File: src/rtl/overlay_pkg.sv
// Shared constants for the overlay configuration master.
// Register map, status/control bits, fault codes and state encodings.
package overlay_pkg;

  localparam logic [7:0] REG_CTRL   = 8'h00;
  localparam logic [7:0] REG_WIDTH  = 8'h04;
  localparam logic [7:0] REG_HEIGHT = 8'h08;
  localparam logic [7:0] REG_HLOC   = 8'h14;
  localparam logic [7:0] REG_VLOC   = 8'h18;
  localparam logic [7:0] REG_HBEGIN = 8'h24;
  localparam logic [7:0] REG_HEND   = 8'h28;
  localparam logic [7:0] REG_VBEGIN = 8'h2C;
  localparam logic [7:0] REG_VEND   = 8'h30;

  localparam int RUN_BIT        = 0;
  localparam int DONE_BIT       = 2;
  localparam int LOGO_VALID_BIT = 3;

  localparam logic [1:0] ERR_NONE    = 2'd0;
  localparam logic [1:0] ERR_BRESP   = 2'd1;
  localparam logic [1:0] ERR_RRESP   = 2'd2;
  localparam logic [1:0] ERR_TIMEOUT = 2'd3;

  localparam logic [2:0] LAST_WR = 3'd6;

  typedef enum logic [2:0] {
    IDLE, WR_REQ, WR_RESP, POLL_WAIT,
    RD_REQ, RD_RESP, FINISH, ERR
  } state_t;

  typedef enum logic [2:0] {
    XS_IDLE, XS_WR, XS_B, XS_AR, XS_R
  } xstate_t;

  function automatic logic [7:0] wr_addr(input logic [2:0] step);
    logic [7:0] a;
    unique case (step)
      3'd0:    a = REG_WIDTH;
      3'd1:    a = REG_HEIGHT;
      3'd2:    a = REG_HBEGIN;
      3'd3:    a = REG_HEND;
      3'd4:    a = REG_VBEGIN;
      3'd5:    a = REG_VEND;
      default: a = REG_CTRL;
    endcase
    return a;
  endfunction

  function automatic logic [7:0] rd_addr(input logic [2:0] step);
    logic [7:0] a;
    unique case (step)
      3'd1:    a = REG_HLOC;
      3'd2:    a = REG_VLOC;
      default: a = REG_CTRL;
    endcase
    return a;
  endfunction

endpackage

File: src/rtl/overlay_cfg_master_if.sv
// AXI4-Lite bus bundle between the config master and the overlay core.
// master drives requests, slave drives ready/response.
interface overlay_cfg_master_if #(
  parameter int DATA_WIDTH = 32,
  parameter int ADDR_WIDTH = 8
);
  logic [ADDR_WIDTH-1:0]   awaddr;
  logic [2:0]              awprot;
  logic                    awvalid;
  logic                    awready;
  logic [DATA_WIDTH-1:0]   wdata;
  logic [DATA_WIDTH/8-1:0] wstrb;
  logic                    wvalid;
  logic                    wready;
  logic [1:0]              bresp;
  logic                    bvalid;
  logic                    bready;
  logic [ADDR_WIDTH-1:0]   araddr;
  logic [2:0]              arprot;
  logic                    arvalid;
  logic                    arready;
  logic [DATA_WIDTH-1:0]   rdata;
  logic [1:0]              rresp;
  logic                    rvalid;
  logic                    rready;

  modport master (
    output awaddr, awprot, awvalid,
    input  awready,
    output wdata, wstrb, wvalid,
    input  wready,
    input  bresp, bvalid,
    output bready,
    output araddr, arprot, arvalid,
    input  arready,
    input  rdata, rresp, rvalid,
    output rready
  );

  modport slave (
    input  awaddr, awprot, awvalid,
    output awready,
    input  wdata, wstrb, wvalid,
    output wready,
    output bresp, bvalid,
    input  bready,
    input  araddr, arprot, arvalid,
    output arready,
    output rdata, rresp, rvalid,
    input  rready
  );
endinterface

File: src/rtl/overlay_axil_xact.sv
// Single-beat AXI4-Lite read/write engine.
// Accepts req only when idle; ack pulses once the response is taken.
module overlay_axil_xact #(
  parameter int DATA_WIDTH = 32,
  parameter int ADDR_WIDTH = 8
) (
  input  logic                  S_AXI_ACLK,
  input  logic                  reset,
  input  logic                  req,
  input  logic                  we,
  input  logic [ADDR_WIDTH-1:0] addr,
  input  logic [DATA_WIDTH-1:0] wdata,
  output logic                  ack,
  output logic [DATA_WIDTH-1:0] rdata,
  output logic [1:0]            resp,
  overlay_cfg_master_if.master  m_axi
);
  import overlay_pkg::*;

  xstate_t xs;

  assign m_axi.wstrb  = '1;
  assign m_axi.awprot = 3'd0;
  assign m_axi.arprot = 3'd0;

  // One transaction at a time; each VALID drops on its own handshake
  always_ff @(posedge S_AXI_ACLK) begin
    if (reset) begin
      xs            <= XS_IDLE;
      m_axi.awaddr  <= '0;
      m_axi.awvalid <= 1'b0;
      m_axi.wdata   <= '0;
      m_axi.wvalid  <= 1'b0;
      m_axi.bready  <= 1'b0;
      m_axi.araddr  <= '0;
      m_axi.arvalid <= 1'b0;
      m_axi.rready  <= 1'b0;
      ack           <= 1'b0;
      rdata         <= '0;
      resp          <= 2'b00;
    end else begin
      ack <= 1'b0;
      unique case (xs)
        XS_IDLE: if (req) begin
          if (we) begin
            m_axi.awaddr  <= addr;
            m_axi.wdata   <= wdata;
            m_axi.awvalid <= 1'b1;
            m_axi.wvalid  <= 1'b1;
            xs            <= XS_WR;
          end else begin
            m_axi.araddr  <= addr;
            m_axi.arvalid <= 1'b1;
            xs            <= XS_AR;
          end
        end
        XS_WR: begin
          if (m_axi.awready) m_axi.awvalid <= 1'b0;
          if (m_axi.wready)  m_axi.wvalid  <= 1'b0;
          if ((!m_axi.awvalid || m_axi.awready) &&
              (!m_axi.wvalid  || m_axi.wready)) begin
            m_axi.bready <= 1'b1;
            xs           <= XS_B;
          end
        end
        XS_B: if (m_axi.bvalid) begin
          m_axi.bready <= 1'b0;
          resp         <= m_axi.bresp;
          ack          <= 1'b1;
          xs           <= XS_IDLE;
        end
        XS_AR: if (m_axi.arready) begin
          m_axi.arvalid <= 1'b0;
          m_axi.rready  <= 1'b1;
          xs            <= XS_R;
        end
        XS_R: if (m_axi.rvalid) begin
          m_axi.rready <= 1'b0;
          rdata        <= m_axi.rdata;
          resp         <= m_axi.rresp;
          ack          <= 1'b1;
          xs           <= XS_IDLE;
        end
        default: xs <= XS_IDLE;
      endcase
    end
  end

endmodule

File: src/rtl/overlay_cfg_master.sv
// Overlay core configuration master.
// Programs frame/window registers, polls for done, reads back location.
module overlay_cfg_master #(
  parameter int DATA_WIDTH = 32,
  parameter int ADDR_WIDTH = 8,
  parameter int POLL_GAP   = 16,
  parameter int MAX_POLLS  = 1024
) (
  input  logic                  S_AXI_ACLK,
  input  logic                  reset,
  input  logic                  start,
  input  logic [DATA_WIDTH-1:0] cfg_width,
  input  logic [DATA_WIDTH-1:0] cfg_height,
  input  logic [DATA_WIDTH-1:0] cfg_hbegin,
  input  logic [DATA_WIDTH-1:0] cfg_hend,
  input  logic [DATA_WIDTH-1:0] cfg_vbegin,
  input  logic [DATA_WIDTH-1:0] cfg_vend,
  output logic                  busy,
  output logic                  done,
  output logic                  error,
  output logic [1:0]            err_code,
  output logic [DATA_WIDTH-1:0] frame_hloc,
  output logic [DATA_WIDTH-1:0] frame_vloc,
  overlay_cfg_master_if.master  m_axi
);
  import overlay_pkg::*;

  localparam int PW = $clog2(MAX_POLLS + 1);
  localparam int GW = $clog2(POLL_GAP + 1) + 1;
  localparam logic [DATA_WIDTH-1:0] CTRL_WORD =
    DATA_WIDTH'((1 << RUN_BIT) | (1 << LOGO_VALID_BIT));

  state_t                state;
  logic [2:0]            step;
  logic [PW-1:0]         polls;
  logic [GW-1:0]         gap;
  logic [DATA_WIDTH-1:0] cfg_q [7];

  logic                  req;
  logic                  we;
  logic                  ack;
  logic [ADDR_WIDTH-1:0] addr;
  logic [DATA_WIDTH-1:0] wdata;
  logic [DATA_WIDTH-1:0] xrdata;
  logic [1:0]            resp;

  overlay_axil_xact #(
    .DATA_WIDTH (DATA_WIDTH),
    .ADDR_WIDTH (ADDR_WIDTH)
  ) u_xact (
    .S_AXI_ACLK (S_AXI_ACLK),
    .reset      (reset),
    .req        (req),
    .we         (we),
    .addr       (addr),
    .wdata      (wdata),
    .ack        (ack),
    .rdata      (xrdata),
    .resp       (resp),
    .m_axi      (m_axi)
  );

  // Sequencer: write the register list, poll status, read location
  always_ff @(posedge S_AXI_ACLK) begin
    if (reset) begin
      state      <= IDLE;
      step       <= '0;
      polls      <= '0;
      gap        <= '0;
      req        <= 1'b0;
      we         <= 1'b0;
      addr       <= '0;
      wdata      <= '0;
      busy       <= 1'b0;
      done       <= 1'b0;
      error      <= 1'b0;
      err_code   <= ERR_NONE;
      frame_hloc <= '0;
      frame_vloc <= '0;
      for (int i = 0; i < 7; i++) cfg_q[i] <= '0;
    end else begin
      done <= 1'b0;
      req  <= 1'b0;
      unique case (state)
        IDLE: if (start) begin
          cfg_q[0] <= cfg_width;
          cfg_q[1] <= cfg_height;
          cfg_q[2] <= cfg_hbegin;
          cfg_q[3] <= cfg_hend;
          cfg_q[4] <= cfg_vbegin;
          cfg_q[5] <= cfg_vend;
          cfg_q[6] <= CTRL_WORD;
          error    <= 1'b0;
          err_code <= ERR_NONE;
          busy     <= 1'b1;
          step     <= '0;
          polls    <= '0;
          state    <= WR_REQ;
        end
        WR_REQ: begin
          req   <= 1'b1;
          we    <= 1'b1;
          addr  <= ADDR_WIDTH'(wr_addr(step));
          wdata <= cfg_q[step];
          state <= WR_RESP;
        end
        WR_RESP: if (ack) begin
          if (resp != 2'b00) begin
            err_code <= ERR_BRESP;
            state    <= ERR;
          end else if (step == LAST_WR) begin
            step  <= '0;
            gap   <= '0;
            state <= POLL_WAIT;
          end else begin
            step  <= step + 3'd1;
            state <= WR_REQ;
          end
        end
        POLL_WAIT: begin
          if (32'(gap) + 1 >= POLL_GAP) state <= RD_REQ;
          else gap <= gap + 1'b1;
        end
        RD_REQ: begin
          req   <= 1'b1;
          we    <= 1'b0;
          addr  <= ADDR_WIDTH'(rd_addr(step));
          state <= RD_RESP;
        end
        RD_RESP: if (ack) begin
          if (resp != 2'b00) begin
            err_code <= ERR_RRESP;
            state    <= ERR;
          end else if (step == 3'd0) begin
            if (xrdata[DONE_BIT]) begin
              step  <= 3'd1;
              state <= RD_REQ;
            end else begin
              polls <= polls + 1'b1;
              if (32'(polls) + 1 >= MAX_POLLS) begin
                err_code <= ERR_TIMEOUT;
                state    <= ERR;
              end else begin
                gap   <= '0;
                state <= POLL_WAIT;
              end
            end
          end else if (step == 3'd1) begin
            frame_hloc <= xrdata;
            step       <= 3'd2;
            state      <= RD_REQ;
          end else begin
            frame_vloc <= xrdata;
            state      <= FINISH;
          end
        end
        FINISH: begin
          done  <= 1'b1;
          busy  <= 1'b0;
          state <= IDLE;
        end
        ERR: begin
          error <= 1'b1;
          busy  <= 1'b0;
          state <= IDLE;
        end
        default: state <= IDLE;
      endcase
    end
  end

endmodule
File: src/flat_wrapper.sv
// flat-port wrapper written by rule: the top's interface ports become plain ports
module overlay_cfg_master_flat import overlay_pkg::*;
#(
  parameter int DATA_WIDTH = 32,
  parameter int ADDR_WIDTH = 8,
  parameter int POLL_GAP   = 16,
  parameter int MAX_POLLS  = 1024
)
  (S_AXI_ACLK, reset, start, cfg_width, cfg_height, cfg_hbegin, cfg_hend, cfg_vbegin, cfg_vend, busy, done, error, err_code, frame_hloc, frame_vloc, m_axi_awaddr, m_axi_awprot, m_axi_awvalid, m_axi_awready, m_axi_wdata, m_axi_wstrb, m_axi_wvalid, m_axi_wready, m_axi_bresp, m_axi_bvalid, m_axi_bready, m_axi_araddr, m_axi_arprot, m_axi_arvalid, m_axi_arready, m_axi_rdata, m_axi_rresp, m_axi_rvalid, m_axi_rready);
  overlay_cfg_master_if #(.DATA_WIDTH(DATA_WIDTH), .ADDR_WIDTH(ADDR_WIDTH)) m_axi_i ();
  input  logic S_AXI_ACLK;
  input  logic reset;
  input  logic start;
  input  logic [DATA_WIDTH-1:0] cfg_width;
  input  logic [DATA_WIDTH-1:0] cfg_height;
  input  logic [DATA_WIDTH-1:0] cfg_hbegin;
  input  logic [DATA_WIDTH-1:0] cfg_hend;
  input  logic [DATA_WIDTH-1:0] cfg_vbegin;
  input  logic [DATA_WIDTH-1:0] cfg_vend;
  output logic busy;
  output logic done;
  output logic error;
  output logic [1:0] err_code;
  output logic [DATA_WIDTH-1:0] frame_hloc;
  output logic [DATA_WIDTH-1:0] frame_vloc;
  output wire logic [$bits(m_axi_i.awaddr)-1:0] m_axi_awaddr;
  output wire logic [$bits(m_axi_i.awprot)-1:0] m_axi_awprot;
  output wire logic [$bits(m_axi_i.awvalid)-1:0] m_axi_awvalid;
  input wire logic [$bits(m_axi_i.awready)-1:0] m_axi_awready;
  output wire logic [$bits(m_axi_i.wdata)-1:0] m_axi_wdata;
  output wire logic [$bits(m_axi_i.wstrb)-1:0] m_axi_wstrb;
  output wire logic [$bits(m_axi_i.wvalid)-1:0] m_axi_wvalid;
  input wire logic [$bits(m_axi_i.wready)-1:0] m_axi_wready;
  input wire logic [$bits(m_axi_i.bresp)-1:0] m_axi_bresp;
  input wire logic [$bits(m_axi_i.bvalid)-1:0] m_axi_bvalid;
  output wire logic [$bits(m_axi_i.bready)-1:0] m_axi_bready;
  output wire logic [$bits(m_axi_i.araddr)-1:0] m_axi_araddr;
  output wire logic [$bits(m_axi_i.arprot)-1:0] m_axi_arprot;
  output wire logic [$bits(m_axi_i.arvalid)-1:0] m_axi_arvalid;
  input wire logic [$bits(m_axi_i.arready)-1:0] m_axi_arready;
  input wire logic [$bits(m_axi_i.rdata)-1:0] m_axi_rdata;
  input wire logic [$bits(m_axi_i.rresp)-1:0] m_axi_rresp;
  input wire logic [$bits(m_axi_i.rvalid)-1:0] m_axi_rvalid;
  output wire logic [$bits(m_axi_i.rready)-1:0] m_axi_rready;
  assign m_axi_awaddr = m_axi_i.awaddr;
  assign m_axi_awprot = m_axi_i.awprot;
  assign m_axi_awvalid = m_axi_i.awvalid;
  assign m_axi_i.awready = m_axi_awready;
  assign m_axi_wdata = m_axi_i.wdata;
  assign m_axi_wstrb = m_axi_i.wstrb;
  assign m_axi_wvalid = m_axi_i.wvalid;
  assign m_axi_i.wready = m_axi_wready;
  assign m_axi_i.bresp = m_axi_bresp;
  assign m_axi_i.bvalid = m_axi_bvalid;
  assign m_axi_bready = m_axi_i.bready;
  assign m_axi_araddr = m_axi_i.araddr;
  assign m_axi_arprot = m_axi_i.arprot;
  assign m_axi_arvalid = m_axi_i.arvalid;
  assign m_axi_i.arready = m_axi_arready;
  assign m_axi_i.rdata = m_axi_rdata;
  assign m_axi_i.rresp = m_axi_rresp;
  assign m_axi_i.rvalid = m_axi_rvalid;
  assign m_axi_rready = m_axi_i.rready;
  overlay_cfg_master #(.DATA_WIDTH(DATA_WIDTH), .ADDR_WIDTH(ADDR_WIDTH), .POLL_GAP(POLL_GAP), .MAX_POLLS(MAX_POLLS)) u_core (.S_AXI_ACLK(S_AXI_ACLK), .reset(reset), .start(start), .cfg_width(cfg_width), .cfg_height(cfg_height), .cfg_hbegin(cfg_hbegin), .cfg_hend(cfg_hend), .cfg_vbegin(cfg_vbegin), .cfg_vend(cfg_vend), .busy(busy), .done(done), .error(error), .err_code(err_code), .frame_hloc(frame_hloc), .frame_vloc(frame_vloc), .m_axi(m_axi_i));
endmodule
File: config.mk
export PLATFORM = sky130hd
export DESIGN_NAME = overlay_cfg_master_flat
export DESIGN_NICKNAME = d
export VERILOG_FILES = /design/src/rtl/overlay_pkg.sv /design/src/rtl/overlay_cfg_master_if.sv /design/src/rtl/overlay_axil_xact.sv /design/src/rtl/overlay_cfg_master.sv /design/src/flat_wrapper.sv
export SDC_FILE = /design/constraint.sdc
export NUM_CORES = 1
export LEC_CHECK = 0
export CORE_MARGIN = 4
export CORE_UTILIZATION = 40
export CTS_BUF_LIST = sky130_fd_sc_hd__clkbuf_2
export CTS_CLUSTER_SIZE = 24
export DETAILED_ROUTE_END_ITERATION = 16
export GPL_ROUTABILITY_DRIVEN = 0
export PLACE_DENSITY = 0.66
export RECOVER_POWER = 50
export SYNTH_ARGS = -nofsm -noshare
export SYNTH_HDL_FRONTEND = slang
export SYNTH_SLANG_ARGS = --single-unit
File: constraint.sdc
create_clock -name S_AXI_ACLK -period 12.1 [get_ports S_AXI_ACLK]
set_input_delay 2.42 -clock S_AXI_ACLK [delete_from_list [all_inputs] [get_ports S_AXI_ACLK]]
set_output_delay 2.42 -clock S_AXI_ACLK [all_outputs]
set_load 0.1 [all_outputs]
==> results of run 1 <==
-- metrics by stage --
stage	setup WS [ns]	hold slack [ns]	utilization	cell area, µm²	power [W]
after floorplan	4.47	0.425	-	16900	0.00206
after global placement	7.05	0.438	0.499	20600	0.00221
after detailed placement	6.97	0.446	0.499	20600	0.00222
final	5.07	0.441	0.521	21500	0.00313
after global routing	4.53	0.394	0.521	21500	0.00330
after CTS	6.99	0.380	0.522	21500	0.00317
-- routing by layer --
layer,up-vias,global-route usage,part of all wire
met2,568,0.310,0.46
li1,6322,-,-
met4,4,0.0554,0.018
met5,-,0,0.00085
met1,6178,0.272,0.43
met3,66,0.0557,0.090
-- area by class of cell --
cell class	count	area share
Tap cell	532	0.0310
Sequential cell	406	0.468
Clock inverter	25	0.00699
Timing Repair Buffer	365	0.167
Inverter	10	0.00186
Antenna cell	2	0.000233
Multi-Input combinational cell	1020	0.287
Clock buffer	160	0.0373
-- path summary, 6_finish.rpt --
path | slack [ns] | endpoint | cells past startpoint | start
setup / recovery | 5.07 | u_core.cfg_q[6][0] | 3 | reset
hold / removal | 0.44 | u_core.u_xact.m_axi.wdata[11] | 2 | u_core.wdata[11]
setup reg to reg | 6.54 | u_core.wdata[2] | 4 | u_core.step[0]
hold reg to reg | 0.44 | u_core.u_xact.m_axi.wdata[11] | 2 | u_core.wdata[11]
-- registers in the layout, indices dropped and copies added, names as in the netlist, 4 cells and up --
register                    count
u_core.cfg_q                  193
u_core.frame_hloc              32
u_core.frame_vloc              32
u_core.u_xact.m_axi.wdata      32
u_core.u_xact.rdata            32
u_core.wdata                   32
u_core.polls                   11
u_core.gap                      6
u_core.addr                     4
u_core.u_xact.m_axi.araddr      4
u_core.u_xact.m_axi.awaddr      4
-- cells in the final DEF, fill, tap and decap left out, types with 8 or more instances in the layout --
cell             netlist  final
a21oi_1              161    161
a221oi_1              31     31
a31oi_1                8      8
and3_1               198    198
buf_4                 18     12
clkbuf_2               0    160
clkdlybuf4s50_1        0    348
clkinv_1               0     19
conb_1                 2     18
dfxtp_1              213    212
edfxtp_1             193    193
inv_1                  9      8
mux2_2                33     33
mux2i_1               12     12
mux4_2                32     32
nand2_1              297    297
nand3_1               11     11
nor2_1                73     71
nor3_1                45     45
o21ai_0               17     17
-- power by group through the flow --
stage / logic [W] / registers, W / clock network [W]
2_1_floorplan: 0.000339 / 0.00172 / 0
6_report: 0.000520 / 0.00168 / 0.000934
5_1_grt: 0.000564 / 0.00169 / 0.00105
3_5_place_dp: 0.000518 / 0.00171 / 0
4_1_cts: 0.000520 / 0.00167 / 0.000974
3_3_place_gp: 0.000512 / 0.00170 / 0
-- critical path, delay by kind of cell --
kind,cells,cell delay [ns]
buffers and inverters,3,4.64
-- logic make-up after synthesis --
group,after synthesis,share of synthesized area
compound gates,246,0.0871
xor+xnor,8,0.00416
fa+ha+maj,3,0.00223
buf+inv,161,0.0420
flops,406,0.597
mux,78,0.0728
other cells,2,0.000446
simple gates,667,0.194
==> results.cfg, run 1 <==
[die]
rows = 74
start_util = 0.409
dieArea_um2 = 45500
die_h_um = 213
core_um2 = 41200
pin_count = 368
die_x_um = 213

[power]
vdd_drop_max_mv = 0.0710
power_switching_w = 0.000910
powerDensity_nw_per_um2 = 146
leakagePower_nw = 8.24
p_comb_frac = 0.166
pwr-share-clk = 0.299
pwr-share-seq = 0.535
switching_share = 0.291
internal_power_w = 0.00222

[drt]
drc = 0
drtAntennaViolNets = 0
dr_total_vias = 13100
vias_per_cell = 5.21
drt_wl_total_um = 46900
drtIter0Drc = 1178
drtPass1Iterations = 5
routedWlPerCell_um = 18.6

[clocking]
clkTransAtPathRegs_ns = 0.12
cts_tree = built
cts_buffers = 101
root_buffer = clkbuf_2
cts_resized = 0
htree_levels = 3
post_cts_buffers = 0
cts_buffer_depth = 3
worst_skew_pair.late_latency_ns = 0.97
clock_sinks = 406
cts_hold_buf = 0

[logic_synthesis]
syn_area_um2 = 16800
yosys.area.top_type = edfxtp_1
ys_seq_area_frac = 0.597
ys_seq_elements = 406
ys_async_sr_fraction = 0
synth_ff_type = dfxtp_1
synth_cell_type_count = 63
synth_edf_count = 193
synthCells = 1571
synth_common_cells = nand2_1 (297), dfxtp_1 (213), and3_1 (198)
yosys-top-cells-area = edfxtp_1 (34%), dfxtp_1 (25%), and3_1 (7.4%)
ys_warn_count = 0
yosysMostFrequentCell = nand2_1
synth_top_area_frac = 0.344
synth_area_per_cell_um2 = 10.7

[setup_path]
crit_chain = clkbuf_1 -> inv_4 -> clkbuf_1
critPathLaunchType = primary input
required_ns = 12.27
path_class = primary input to flop
crit_fanout = 121
slowest_delay_ns = 2.86
crit_slowest_cell = clkbuf_1
cp.arrival_ns = 7.20
crit_top_cell = clkbuf_1
cp-end-kind = flop

[cells_and_area]
fillers = 3704
drive_gt1_frac = 0.135
multi_input_area_um2 = 6170
fin_nets = 2143
layout-area-overhead-vs-synth_pct = 27.6
register_area_um2 = 10100
stdcell_count = 2520

[global_routing]
grt_max_degree = 122
grt_pass1_wl_um = 70900
gr-usage-all-layers = 0.198
globalRouteOverflowTotal = 0
grt_pass1_vias = 12900
antenna_found_initial = 4

[min_path]
hp-class = flop to flop

[placement]
dp_cells = 2333
port_buffers = 349
dp_hpwl_um = 31500

[sta]
fin_worst_skew_ns = 0.0480
setup_viol = 0
finalCritPeriodShare = 0.581
fin_tns_setup_ns = 0
drv_slew = 365
fin_crit_ns = 7.03
grt_setup_unrepaired = no
maxSlewHeadroom = -1.67
hold_violations = 0
timing.fmax_mhz = 142
tightest_slew_ns = 4.01

[outcome]
violations = capacitance limit, slew limit
outcome = finished with violations

[flow_run]
max-cap-violations = 6
Power figures use the tool's default switching activity.
==> run 2, diff against run 1 <==
--- a/config.mk
+++ b/config.mk
@@ -11,7 +11,7 @@
 export CTS_CLUSTER_SIZE = 24
 export DETAILED_ROUTE_END_ITERATION = 16
 export GPL_ROUTABILITY_DRIVEN = 0
-export PLACE_DENSITY = 0.66
+export PLACE_DENSITY = 0.68
 export RECOVER_POWER = 50
 export SYNTH_ARGS = -nofsm -noshare
 export SYNTH_HDL_FRONTEND = slang
==> constraint.sdc (replaced) <==
create_clock -name S_AXI_ACLK -period 6.3 [get_ports S_AXI_ACLK]
set_input_delay 1.26 -clock S_AXI_ACLK [delete_from_list [all_inputs] [get_ports S_AXI_ACLK]]
set_output_delay 1.26 -clock S_AXI_ACLK [all_outputs]
set_load 0.1 [all_outputs]
==> results.cfg, run 2 (synthesis gave the netlist of run 1 again) <==
[drt]
dr_total_vias = 13200
drtPass1Iterations = 5
drt_wl_total_um = 46300
drc = 0
vias_per_cell = 5.24
drtAntennaViolNets = 0
routedWlPerCell_um = 18.4
drtIter0Drc = 1133

[setup_path]
required_ns = 7.09
crit_fanout = 153
rrSetupSlack_ns = 1.87
slowest_delay_ns = 1.79
cp.arrival_ns = 5.37
reg2reg_depth = 4
crit_chain = clkdlybuf4s50_1 -> nor4b_1 -> clkbuf_1 -> clkbuf_2 -> and3_1
r2r-start = u_core.state[0]
cp-end-kind = flop
r2r_end = u_core.cfg_q[0][31]
path_class = primary input to flop
crit_slowest_cell = clkbuf_2
critPathLaunchType = primary input

[cells_and_area]
drive_gt1_frac = 0.129
final_common_cell = clkdlybuf4s50_1
fin_nets = 2145
fin_area_um2 = 21400
fillers = 3682
top_register = u_core.cfg_q
final_cell_mix = clkdlybuf4s50_1 (347), nand2_1 (296), dfxtp_1 (211), and3_1 (198), edfxtp_1 (193)
largest_reg_flops = 193
layout-area-overhead-vs-synth_pct = 27.2

[die]
pin_count = 368
rows = 74
dieArea_um2 = 45500
start_util = 0.409
core_um2 = 41200
die_h_um = 213
die_x_um = 213

[outcome]
violations = capacitance limit, slew limit
outcome = finished with violations

[power]
powerDensity_nw_per_um2 = 275
vdd_drop_max_mv = 0.132
leakagePower_nw = 8.18

[global_routing]
antenna_found_initial = 8
grt_pass1_wl_um = 70500
globalRouteOverflowTotal = 0
gr-usage-all-layers = 0.197
grt_pass1_vias = 13000
grt_max_degree = 154

[clocking]
cts_resized = 0
root_buffer = clkbuf_2
worst_skew_pair.late_latency_ns = 1.03
post_cts_buffers = 0
clkTransAtPathRegs_ns = 0.10
htree_levels = 3
clock_sinks = 406
cts_buffer_depth = 3
cts_hold_buf = 0
cts_tree = built
cts_buffers = 103

[min_path]
whs_path_depth = 2
hp-class = flop to flop
holdPathEnd = u_core.u_xact.m_axi.wdata[2]
min_from = u_core.wdata[2]

[placement]
port_buffers = 349
post_dp_cell_area_um2 = 20600
dp_hpwl_um = 31300

[sta]
fin_crit_ns = 4.58
maxSlewHeadroom = -0.686
hold_violations = 0
drv_slew = 426
fin_worst_skew_ns = 0.108
tightest_slew_ns = 2.53
setup_viol = 0
grt_setup_unrepaired = no
fin_tns_setup_ns = 0
finalCritPeriodShare = 0.727
timing.fmax_mhz = 218

[flow_run]
max-cap-violations = 6
[run 2: worst max path at each step]
stage | startpoint | end | slack, ns | depth (start not counted)
floorplan | reset | u_core.cfg_q[0][0] | 1.85 | 3
global placement | start | u_core.cfg_q[0][7] | 2.49 | 4
detailed placement | start | u_core.cfg_q[3][7] | 2.45 | 4
CTS | u_core.u_xact.m_axi.wdata[30] | m_axi_wdata[30] | 2.27 | 1
global route | u_core.state[0] | u_core.cfg_q[0][31] | 1.48 | 4
finish | start | u_core.cfg_q[0][31] | 1.72 | 5
[run 2: area by class of cell]
cell class / instances / area, µm² / area share
antenna: 3 / 7.51 / 0.000351
timing repair buffer: 365 / 3590 / 0.167
inverter: 10 / 40.0 / 0.00187
tap: 532 / 666 / 0.0311
clock inverter: 41 / 165 / 0.00771
sequential: 406 / 10100 / 0.470
clock buffer: 144 / 721 / 0.0337
multi-input combinational: 1020 / 6170 / 0.288
[run 2: metal layers]
| layer | global-route usage | vias up | part of all wire |
|---|---|---|---|
| met3 | 0.0651 | 96 | 0.093 |
| met5 | 0 | - | 0.0012 |
| met2 | 0.303 | 548 | 0.46 |
| met1 | 0.262 | 6219 | 0.42 |
| met4 | 0.0702 | 8 | 0.025 |
| li1 | - | 6343 | - |
[run 2: per-stage QoR]
stage	total power [W]	hold slack [ns]	worst slack (ns)	utilization	std cells
global placement	0.00425	0.437	2.49	0.499	2333
CTS	0.00595	0.367	2.27	0.521	2518
floorplan	0.00393	0.425	1.85	-	1587
finish	0.00589	0.371	1.72	0.520	2521
detailed placement	0.00427	0.446	2.45	0.499	2333
global route	0.00621	0.406	1.48	0.520	2521
[run 2: report_power, final]
group / total, W / switching, W / internal [W]
Combinational: 0.000993 / 0.000575 / 0.000419
Clock: 0.00168 / 0.00105 / 0.000621
Sequential: 0.00322 / 0.000126 / 0.00309
[run 2: worst max-delay path, delay by kind of cell]
family,cells,cell delay [ns]
buffers and inverters,3,3.45
and+or+nand+nor,2,0.58
